<file path="src/rtl/game_turn_ctrl_if.sv">
// Handshake bundle between the 2048 turn controller and its sub-blocks.
// master: controller side; slave: player input, engines, checker, board.
interface game_turn_ctrl_if;
    logic        new_game;
    logic        dir_valid;
    logic [1:0]  dir;
    logic        dir_ready;
    logic        move_start;
    logic [1:0]  move_dir;
    logic        move_done;
    logic        move_changed;
    logic        place_start;
    logic        place_done;
    logic        check_start;
    logic        check_done;
    logic        check_win;
    logic        check_lose;
    logic        board_clear;
    logic        board_load;
    logic        board_src;
    logic        busy;
    logic        game_won;
    logic        game_over;
    logic        err_timeout;
    logic [15:0] turn_count;

    modport master (
        input  new_game, dir_valid, dir,
        input  move_done, move_changed,
        input  place_done,
        input  check_done, check_win, check_lose,
        output dir_ready, move_start, move_dir,
        output place_start, check_start,
        output board_clear, board_load, board_src,
        output busy, game_won, game_over,
        output err_timeout, turn_count
    );

    modport slave (
        output new_game, dir_valid, dir,
        output move_done, move_changed,
        output place_done,
        output check_done, check_win, check_lose,
        input  dir_ready, move_start, move_dir,
        input  place_start, check_start,
        input  board_clear, board_load, board_src,
        input  busy, game_won, game_over,
        input  err_timeout, turn_count
    );
endinterface

</file>
<file path="src/rtl/game_turn_ctrl.sv">
// 2048 turn sequencer: clear/init board, move, place, check, score turns.
// Ports: clk, rst (async active-low), bus (game_turn_ctrl_if.master).
module game_turn_ctrl #(
    parameter int unsigned TIMEOUT_CYC = 64
) (
    input logic            clk,
    input logic            rst,
    game_turn_ctrl_if.master bus
);
    typedef enum logic [3:0] {
        WAIT_NEW, CLEAR, INIT0, INIT1, IDLE,
        MOVE, PLACE, CHECK, WON, LOST
    } state_t;

    localparam logic [15:0] LAST_WAIT = 16'(TIMEOUT_CYC - 1);

    state_t      state;
    logic [15:0] wait_cnt;
    logic        timed_out;

    // wait_cnt equals the cycle offset from the start pulse, so the
    // last cycle a done is still accepted is TIMEOUT_CYC-1.
    assign timed_out = (wait_cnt == LAST_WAIT);

    always_ff @(posedge clk or negedge rst) begin
        if (!rst) begin
            state           <= WAIT_NEW;
            wait_cnt        <= '0;
            bus.dir_ready   <= 1'b0;
            bus.move_start  <= 1'b0;
            bus.move_dir    <= 2'b00;
            bus.place_start <= 1'b0;
            bus.check_start <= 1'b0;
            bus.board_clear <= 1'b0;
            bus.board_load  <= 1'b0;
            bus.board_src   <= 1'b0;
            bus.busy        <= 1'b0;
            bus.game_won    <= 1'b0;
            bus.game_over   <= 1'b0;
            bus.err_timeout <= 1'b0;
            bus.turn_count  <= '0;
        end else begin
            bus.move_start  <= 1'b0;
            bus.place_start <= 1'b0;
            bus.check_start <= 1'b0;
            bus.board_clear <= 1'b0;
            bus.board_load  <= 1'b0;
            if (bus.new_game) begin
                state           <= CLEAR;
                wait_cnt        <= '0;
                bus.board_clear <= 1'b1;
                bus.board_src   <= 1'b0;
                bus.dir_ready   <= 1'b0;
                bus.busy        <= 1'b1;
                bus.game_won    <= 1'b0;
                bus.game_over   <= 1'b0;
                bus.err_timeout <= 1'b0;
                bus.turn_count  <= '0;
            end else begin
                unique case (state)
                    WAIT_NEW, WON, LOST: begin
                    end
                    CLEAR: begin
                        state           <= INIT0;
                        bus.place_start <= 1'b1;
                        wait_cnt        <= '0;
                    end
                    // Each placer state: start cycle, wait, one load
                    // cycle; the load cycle itself marks "done seen".
                    INIT0, INIT1, PLACE: begin
                        if (bus.place_start) begin
                            wait_cnt <= wait_cnt + 16'd1;
                        end else if (bus.board_load) begin
                            if (state == INIT0) begin
                                state           <= INIT1;
                                bus.place_start <= 1'b1;
                                wait_cnt        <= '0;
                            end else if (state == INIT1) begin
                                state         <= IDLE;
                                bus.dir_ready <= 1'b1;
                                bus.busy      <= 1'b0;
                            end else begin
                                state           <= CHECK;
                                bus.check_start <= 1'b1;
                                wait_cnt        <= '0;
                            end
                        end else if (bus.place_done) begin
                            bus.board_load <= 1'b1;
                            bus.board_src  <= 1'b1;
                        end else if (timed_out) begin
                            state           <= LOST;
                            bus.err_timeout <= 1'b1;
                            bus.game_over   <= 1'b1;
                            bus.busy        <= 1'b0;
                        end else begin
                            wait_cnt <= wait_cnt + 16'd1;
                        end
                    end
                    IDLE: begin
                        if (bus.dir_valid) begin
                            state          <= MOVE;
                            bus.move_dir   <= bus.dir;
                            bus.move_start <= 1'b1;
                            bus.dir_ready  <= 1'b0;
                            bus.busy       <= 1'b1;
                            wait_cnt       <= '0;
                        end
                    end
                    MOVE: begin
                        if (bus.move_start) begin
                            wait_cnt <= wait_cnt + 16'd1;
                        end else if (bus.board_load) begin
                            state           <= PLACE;
                            bus.place_start <= 1'b1;
                            wait_cnt        <= '0;
                        end else if (bus.move_done) begin
                            if (bus.move_changed) begin
                                bus.board_load <= 1'b1;
                                bus.board_src  <= 1'b0;
                            end else begin
                                state         <= IDLE;
                                bus.dir_ready <= 1'b1;
                                bus.busy      <= 1'b0;
                            end
                        end else if (timed_out) begin
                            state           <= LOST;
                            bus.err_timeout <= 1'b1;
                            bus.game_over   <= 1'b1;
                            bus.busy        <= 1'b0;
                        end else begin
                            wait_cnt <= wait_cnt + 16'd1;
                        end
                    end
                    CHECK: begin
                        if (bus.check_start) begin
                            wait_cnt <= wait_cnt + 16'd1;
                        end else if (bus.check_done) begin
                            bus.busy <= 1'b0;
                            if (bus.check_win) begin
                                state        <= WON;
                                bus.game_won <= 1'b1;
                            end else if (bus.check_lose) begin
                                state         <= LOST;
                                bus.game_over <= 1'b1;
                            end else begin
                                state         <= IDLE;
                                bus.dir_ready <= 1'b1;
                                if (bus.turn_count != 16'hFFFF) begin
                                    bus.turn_count <=
                                        bus.turn_count + 16'd1;
                                end
                            end
                        end else if (timed_out) begin
                            state           <= LOST;
                            bus.err_timeout <= 1'b1;
                            bus.game_over   <= 1'b1;
                            bus.busy        <= 1'b0;
                        end else begin
                            wait_cnt <= wait_cnt + 16'd1;
                        end
                    end
                    default: begin
                        state <= WAIT_NEW;
                    end
                endcase
            end
        end
    end
endmodule

</file>
<file path="src/flat_wrapper.sv">
// flat-port wrapper written by rule: the top's interface ports become plain ports
module game_turn_ctrl_flat 
#(
    parameter int unsigned TIMEOUT_CYC = 64
)
  (clk, rst, bus_new_game, bus_dir_valid, bus_dir, bus_move_done, bus_move_changed, bus_place_done, bus_check_done, bus_check_win, bus_check_lose, bus_dir_ready, bus_move_start, bus_move_dir, bus_place_start, bus_check_start, bus_board_clear, bus_board_load, bus_board_src, bus_busy, bus_game_won, bus_game_over, bus_err_timeout, bus_turn_count);
  game_turn_ctrl_if bus_i ();
  input logic clk;
  input logic rst;
  input wire logic [$bits(bus_i.new_game)-1:0] bus_new_game;
  input wire logic [$bits(bus_i.dir_valid)-1:0] bus_dir_valid;
  input wire logic [$bits(bus_i.dir)-1:0] bus_dir;
  input wire logic [$bits(bus_i.move_done)-1:0] bus_move_done;
  input wire logic [$bits(bus_i.move_changed)-1:0] bus_move_changed;
  input wire logic [$bits(bus_i.place_done)-1:0] bus_place_done;
  input wire logic [$bits(bus_i.check_done)-1:0] bus_check_done;
  input wire logic [$bits(bus_i.check_win)-1:0] bus_check_win;
  input wire logic [$bits(bus_i.check_lose)-1:0] bus_check_lose;
  output wire logic [$bits(bus_i.dir_ready)-1:0] bus_dir_ready;
  output wire logic [$bits(bus_i.move_start)-1:0] bus_move_start;
  output wire logic [$bits(bus_i.move_dir)-1:0] bus_move_dir;
  output wire logic [$bits(bus_i.place_start)-1:0] bus_place_start;
  output wire logic [$bits(bus_i.check_start)-1:0] bus_check_start;
  output wire logic [$bits(bus_i.board_clear)-1:0] bus_board_clear;
  output wire logic [$bits(bus_i.board_load)-1:0] bus_board_load;
  output wire logic [$bits(bus_i.board_src)-1:0] bus_board_src;
  output wire logic [$bits(bus_i.busy)-1:0] bus_busy;
  output wire logic [$bits(bus_i.game_won)-1:0] bus_game_won;
  output wire logic [$bits(bus_i.game_over)-1:0] bus_game_over;
  output wire logic [$bits(bus_i.err_timeout)-1:0] bus_err_timeout;
  output wire logic [$bits(bus_i.turn_count)-1:0] bus_turn_count;
  assign bus_i.new_game = bus_new_game;
  assign bus_i.dir_valid = bus_dir_valid;
  assign bus_i.dir = bus_dir;
  assign bus_i.move_done = bus_move_done;
  assign bus_i.move_changed = bus_move_changed;
  assign bus_i.place_done = bus_place_done;
  assign bus_i.check_done = bus_check_done;
  assign bus_i.check_win = bus_check_win;
  assign bus_i.check_lose = bus_check_lose;
  assign bus_dir_ready = bus_i.dir_ready;
  assign bus_move_start = bus_i.move_start;
  assign bus_move_dir = bus_i.move_dir;
  assign bus_place_start = bus_i.place_start;
  assign bus_check_start = bus_i.check_start;
  assign bus_board_clear = bus_i.board_clear;
  assign bus_board_load = bus_i.board_load;
  assign bus_board_src = bus_i.board_src;
  assign bus_busy = bus_i.busy;
  assign bus_game_won = bus_i.game_won;
  assign bus_game_over = bus_i.game_over;
  assign bus_err_timeout = bus_i.err_timeout;
  assign bus_turn_count = bus_i.turn_count;
  game_turn_ctrl #(.TIMEOUT_CYC(TIMEOUT_CYC)) u_core (.clk(clk), .rst(rst), .bus(bus_i));
endmodule
</file>
<file path="config.mk">
export PLATFORM = sky130hd
export DESIGN_NAME = game_turn_ctrl_flat
export DESIGN_NICKNAME = d
export VERILOG_FILES = /design/src/rtl/game_turn_ctrl_if.sv /design/src/rtl/game_turn_ctrl.sv /design/src/flat_wrapper.sv
export SDC_FILE = /design/constraint.sdc
export NUM_CORES = 1
export LEC_CHECK = 0
export CAP_MARGIN = 40
export CORE_UTILIZATION = 60
export CTS_CLUSTER_SIZE = 30
export DETAILED_ROUTE_END_ITERATION = 7
export PLACE_DENSITY_LB_ADDON = 0.3
export SLEW_MARGIN = 10
export SYNTH_ARGS = -nofsm -noshare
export SYNTH_HDL_FRONTEND = slang
export SYNTH_SLANG_ARGS = --single-unit
</file>
<file path="constraint.sdc">
create_clock -name clk -period 3.66 [get_ports clk]
set_input_delay 0.366 -clock clk [delete_from_list [all_inputs] [get_ports clk]]
set_output_delay 0.366 -clock clk [all_outputs]
set_load 0.05 [all_outputs]
</file>
## Word-level counts from Yosys, hierarchy flattened

Index checks and enable logic that the tools add are counted.

| cells by class | value |
|---|---|
| add/subtract/negate cells | 2 |
| equality and inequality tests | 45 |
| multiplexer cells | 132 |
| bitwise gates (word level) | 1 |
| reduce and logical (&&, ||, !) cells | 21 |

Operators by type and width:

| cell | number |
|---|---|
| 16-bit two-way mux | 20 |
| 1-bit two-way mux | 87 |
| 16-bit one-hot mux with 5 select lines | 1 |
| 4-bit two-way mux | 15 |
| 3-bit != test, second input constant | 17 |
| 16-bit by 1-bit adder with 16-bit output, second input constant | 2 |
| 4-bit one-hot mux with 6 select lines | 1 |
| 4-bit != test, second input constant | 5 |
| 10-bit AND reduction | 2 |
| 16-bit by 6-bit equality test with 1-bit output, second input constant | 1 |
| 4-bit by 3-bit equality test with 1-bit output, second input constant | 4 |
| 16-bit != test, second input constant | 1 |
| 14-bit AND reduction | 1 |
| 6-bit AND reduction | 2 |
| 5-bit by 3-bit != test with 1-bit output, second input constant | 2 |
| 1-bit one-hot mux with 3 select lines | 3 |
| 9-bit AND reduction | 1 |
| 4-bit by 2-bit equality test with 1-bit output, second input constant | 2 |
| 4-bit equality test, second input constant | 2 |
| 2-bit != test, second input constant | 4 |
| 4-bit by 3-bit != test with 1-bit output, second input constant | 2 |
| 1-bit one-hot mux with 4 select lines | 2 |
| 8-bit AND reduction | 1 |
| 2-bit nonzero test | 4 |
| 16 further kinds | 19 |

| word-level totals | value |
|---|---|
| register bits | 49 |
| input bits | 12 |
| word-level logic and storage cells | 216 |

## Logic depth before layout (Yosys ltp)

| depth | value |
|---|---|
| word-level depth | 8 |
| mapped depth | 9 |

## Worst setup path after synthesis

No wires, ideal clock.

| timing path | value |
|---|---|
| kind | register to register |
| start point | register u_core.bus.board_load |
| end point | register u_core.bus.busy |
| setup time | 126 ps |
| arrival | 1,981 ps |
| slack | 1,553 ps |
| stages on the path, launching flop included | 8 |
| path through | dfrtp_1 -> clkbuf_1 -> inv_1 -> nor4_2 -> o21ai_1 -> a221oi_1 -> o21ai_1 -> a221o_1 |

| on the way | value |
|---|---|
| longest elaborated chain between the ends | 4 |

RTL lines:

| what | RTL line | source |
|---|---|---|
| start, declared | game_turn_ctrl_if.sv:34 | `output board_clear, board_load, board_src,` |
| start signal, assigned | game_turn_ctrl.sv:35 | `bus.board_load <= 1'b0;` |
| start signal, assigned | game_turn_ctrl.sv:47 | `bus.board_load <= 1'b0;` |
| start signal, assigned | game_turn_ctrl.sv:88 | `bus.board_load <= 1'b1;` |
| 1-bit two-way mux | game_turn_ctrl.sv:73 | `end else if (bus.board_load) begin` |
| 1-bit two-way mux | game_turn_ctrl.sv:71 | `if (bus.place_start) begin` |
| 1-bit one-hot mux with 4 select lines | game_turn_ctrl.sv:60 | `unique case (state)` |
| 1-bit two-way mux | game_turn_ctrl.sv:48 | `if (bus.new_game) begin` |
| end signal, assigned | game_turn_ctrl.sv:54 | `bus.busy <= 1'b1;` |
| end signal, assigned | game_turn_ctrl.sv:81 | `bus.busy <= 1'b0;` |
| end signal, assigned | game_turn_ctrl.sv:94 | `bus.busy <= 1'b0;` |
| end, declared | game_turn_ctrl_if.sv:35 | `output busy, game_won, game_over,` |

Several ways; a longest one is shown, not always the timed one. The select of a mux whose other input is x is not followed.
A chain may end at the register's enable or synchronous reset.

## Worst setup path in the final report

| timing path | value |
|---|---|
| start point | register u_core.state[2] |
| end point | register u_core.wait_cnt[0] |

| on the way | value |
|---|---|
| longest elaborated chain between the ends | 6 |

RTL lines:

| what | RTL line | source |
|---|---|---|
| start, declared | game_turn_ctrl.sv:17 | `state_t state;` |
| start signal, assigned | game_turn_ctrl.sv:27 | `state <= WAIT_NEW;` |
| start signal, assigned | game_turn_ctrl.sv:49 | `state <= CLEAR;` |
| start signal, assigned | game_turn_ctrl.sv:64 | `state <= INIT0;` |
| 4-bit by 2-bit equality test with 1-bit output | game_turn_ctrl.sv:60, game_turn_ctrl.sv:74 |  |
| 16-bit two-way mux | game_turn_ctrl.sv:74 | `if (state == INIT0) begin` |
| 16-bit two-way mux | game_turn_ctrl.sv:73 |  |
| 16-bit two-way mux | game_turn_ctrl.sv:71 |  |
| 16-bit one-hot mux with 5 select lines | game_turn_ctrl.sv:60 |  |
| 16-bit two-way mux | game_turn_ctrl.sv:48 |  |
| end signal, assigned | game_turn_ctrl.sv:72 | `wait_cnt <= wait_cnt + 16'd1;` |
| end signal, assigned | game_turn_ctrl.sv:96 | `wait_cnt <= wait_cnt + 16'd1;` |
| end signal, assigned | game_turn_ctrl.sv:111 | `wait_cnt <= wait_cnt + 16'd1;` |
| end, declared | game_turn_ctrl.sv:18 | `logic [15:0] wait_cnt;` |

Several ways; a longest one is shown, not always the timed one.

==> results.tsv <==
stage	metric	value	unit
sta	setup_viol	0	
route	drcViolationCount	0	
synthesis	syn_nets	388	
placement	gp_congestion	0.996	
synthesis	netlist_area	3300	um^2
route	vias	3081	
synthesis	synth_cells	374	
critical_path	crit_buf_inv	0	
die	fp.dieArea	5800	um^2
flow_run	drv_cap	0	
critical_path	crit_fanout	23	
clocking	cts_setup_buffers	0	
sta	finalCriticalPeriod	2.54	ns
route	drtAntennaViolNets	0	
sta	rsz0062_at_grt	false	
global_routing	grt_pass1_vias	2877	
sta	fin_crit_sh	69.4	%
sta	max_slew_margin	52.3	%
route	wl_per_cell	17.4	um
clocking	path_clk_slew	0.10	ns
power	powerDensity	406	nW/um^2
cells_and_area	drive_gt1_share	9.61	%
die	core	5200	um^2
clocking	clkSinkCount	49	
critical_path	crit_arrival	2.80	ns
die	io_pins	41	
global_routing	grt_antenna_before_repair	0	
sta	fin_skew	0.00835	ns
sta	tns	0	ns
cells_and_area	final_util	72.9	%
critical_path	cp_slowest_cell	dfrtp_1	
critical_path	worst_setup_path_end_kind	flop	
critical_path	critical-path-max-stage-delay	0.81	ns
critical_path	critPathKind	flop to flop	
clocking	cts_buffer_depth	2	
placement	dp_hpwl	5810	um
route	routed_wirelength	8270	um
global_routing	grt_use_total	29.4	%
global_routing	globalRouteOverflowTotal	0	
placement	placed_cell_area	3670	um^2
clocking	h-tree-depth	2	
critical_path	crit_required	3.92	ns
sta	final_hold_viol_count	0	
synthesis	synth_seq_cells	49	
synthesis	async_reset_ff_share	100	%
cells_and_area	layout.nets	419	
synthesis	synth_top_flop_cell	dfrtp_1	
critical_path	crit_chain	and2_1 > a22oi_1 > o32ai_1 > nand2_1 > a31oi_2 > mux2_2	
cells_and_area	fill_cells	405	
synthesis	synth_edf_count	0	
placement	port_buffers	40	
outcome	status	complete, no violations	
sta	final_max_slew_viol_count	0	
global_routing	grt_max_degree	33	
clocking	clockRootBuffer	clkbuf_8	
synthesis	ys_types	71	
clocking	cts_tree	yes	
synthesis	avgSynthCellArea	8.82	um^2
sta	worst_slew_pin_slew	0.716	ns
synthesis	ys_seq_area_share	37.2	%
cells_and_area	final_common_cell	dfrtp_1	
cells_and_area	num_antenna_cells	0	
route	drt_iter0_drc	243	
route	firstDrtPassIters	5	
cells_and_area	mostFrequentLayoutCells	dfrtp_1, nor2_1, clkdlybuf4s50_1	
die	die_y	76.1	um
critical_path	path_delay_family	compound AO/OA/AOI/OAI gates	
hold_path	hp-class	flop to flop	
route	post_drt_via_cell_ratio	6.47	
sta	max_freq	394	MHz
die	die_w	76.1	um
cells_and_area	area_delta_synth_final	15.0	%
die	row_count	26	
power	peakVddDrop	0.350	mV
die	start_util	63.4	%
clocking	cts_buffers	5	
global_routing	grt_pass1_wl	13800	um
critical_path	start_kind	flop	
clocking	clock_latency	0.31	ns
synthesis	synth_warnings	0	
cells_and_area	stdcell_area	3790	um^2
power	leakagePower	0.00158	uW
==> power breakdown <==
part           switching (uW)  leakage (uW)  internal, uW
Clock                     196     0.0000554           206
Combinational             311      0.000849           190
Sequential               68.8      0.000671           567
==> layer usage <==
layer | routed length, um | global-route usage [%] | share of wire (%)
met5 | 0 | 0 | 0
met4 | 201 | 10.6 | 2.4
met3 | 641 | 5.75 | 7.8
met2 | 3960 | 47.5 | 48
met1 | 3470 | 39.5 | 42
==> worst min-delay path, delay by kind of cell, from the launching register on <==
family           cells  cell delay [ns]
DFF                  1             0.36
and+or+nand+nor      2             0.10
==> cell type report <==
class,count,area [um^2],area share [%]
multi-input combinational,293,1890,49.8
sequential,49,1230,32.3
timing repair buffer,46,443,11.7
tap,70,87.6,2.31
clock buffer,6,72.6,1.91
clock inverter,2,38.8,1.02
inverter,10,37.5,0.989
==> Yosys cell counts (3+ instances only) <==
| cell type | instances | share of area [%] |
|---|---|---|
| nor2b_1 | 6 | 1.1 |
| o21ai_1 | 9 | 1.4 |
| nand3_1 | 23 | 3.5 |
| nor3_2 | 3 | 0.91 |
| o21ai_0 | 17 | 2.6 |
| or3_1 | 3 | 0.57 |
| inv_1 | 9 | 1.0 |
| nor3_1 | 8 | 1.2 |
| nor2_1 | 45 | 5.1 |
| and4_1 | 3 | 0.80 |
| dfrtp_1 | 49 | 37 |
| and2_1 | 6 | 1.1 |
| a21oi_1 | 22 | 3.3 |
| a31oi_1 | 8 | 1.5 |
| nand4_1 | 11 | 2.1 |
| nand2b_1 | 7 | 1.3 |
| a21o_1 | 6 | 1.4 |
| clkbuf_1 | 6 | 0.68 |
| buf_4 | 5 | 1.1 |
| buf_2 | 6 | 0.91 |
| nor4_1 | 5 | 0.95 |
| buf_6 | 5 | 1.7 |
| xor2_1 | 14 | 3.7 |
| and3_1 | 10 | 1.9 |
| nand2_1 | 23 | 2.6 |
| a211oi_1 | 4 | 0.91 |
==> state kept, by name (all words and copies together) (netlist names) <==
name,count
u_core.bus.board_clear,1
u_core.bus.board_load,1
u_core.bus.board_src,1
u_core.bus.busy,1
u_core.bus.check_start,1
u_core.bus.dir_ready,1
u_core.bus.err_timeout,1
u_core.bus.game_over,1
u_core.bus.game_won,1
u_core.bus.move_dir,2
u_core.bus.move_start,1
u_core.bus.place_start,1
u_core.bus.turn_count,16
u_core.state,4
u_core.wait_cnt,16
==> worst paths after layout <==
path | startpoint | end | slack [ns] | cells past startpoint
hold reg to reg | u_core.bus.move_dir[0]$_DFFE_PN0P_ | u_core.bus.move_dir[0]$_DFFE_PN0P_ | 0.49 | 2
setup / recovery | u_core.state[2]$_DFFE_PN0P_ | u_core.wait_cnt[0]$_DFFE_PN0P_ | 1.12 | 6
min in group asynchronous | rst | u_core.wait_cnt[2]$_DFFE_PN0P_ | 0.51 | 2
setup reg to reg | u_core.state[2]$_DFFE_PN0P_ | u_core.wait_cnt[0]$_DFFE_PN0P_ | 1.12 | 6
max in group asynchronous | rst | u_core.state[0]$_DFFE_PN0P_ | 2.38 | 3
hold / removal | u_core.bus.move_dir[0]$_DFFE_PN0P_ | u_core.bus.move_dir[0]$_DFFE_PN0P_ | 0.49 | 2
==> through the flow <==
step | hold WS [ns] | instances | setup slack, ns | total power, uW
4_1_cts | 0.493 | 476 | 1.19 | 1530
3_3_place_gp | 0.325 | 466 | 1.16 | 1120
5_1_grt | 0.525 | 476 | 0.972 | 1610
6_report | 0.487 | 476 | 1.12 | 1540
3_5_place_dp | 0.328 | 467 | 1.22 | 1130
2_1_floorplan | 0.0704 | 374 | 1.55 | 1040
==> cell families after synthesis <==
family	Yosys count	synth area share [%]
fa+ha+maj	2	0.759
mux	4	1.29
compound gates	97	20.4
simple gates	174	30.5
xor+xnor	16	4.25
flops	49	37.2
buf+inv	32	5.58
==> repair_timing <==
item / in CTS / in global routing
hold buffers: 1 / 0
gates resized for setup: 0 / 0
endpoints found under the hold margin: 17 / 0
endpoints found under the setup margin: 0 / 0
Note: power is estimated with default switching activity, not from simulation.
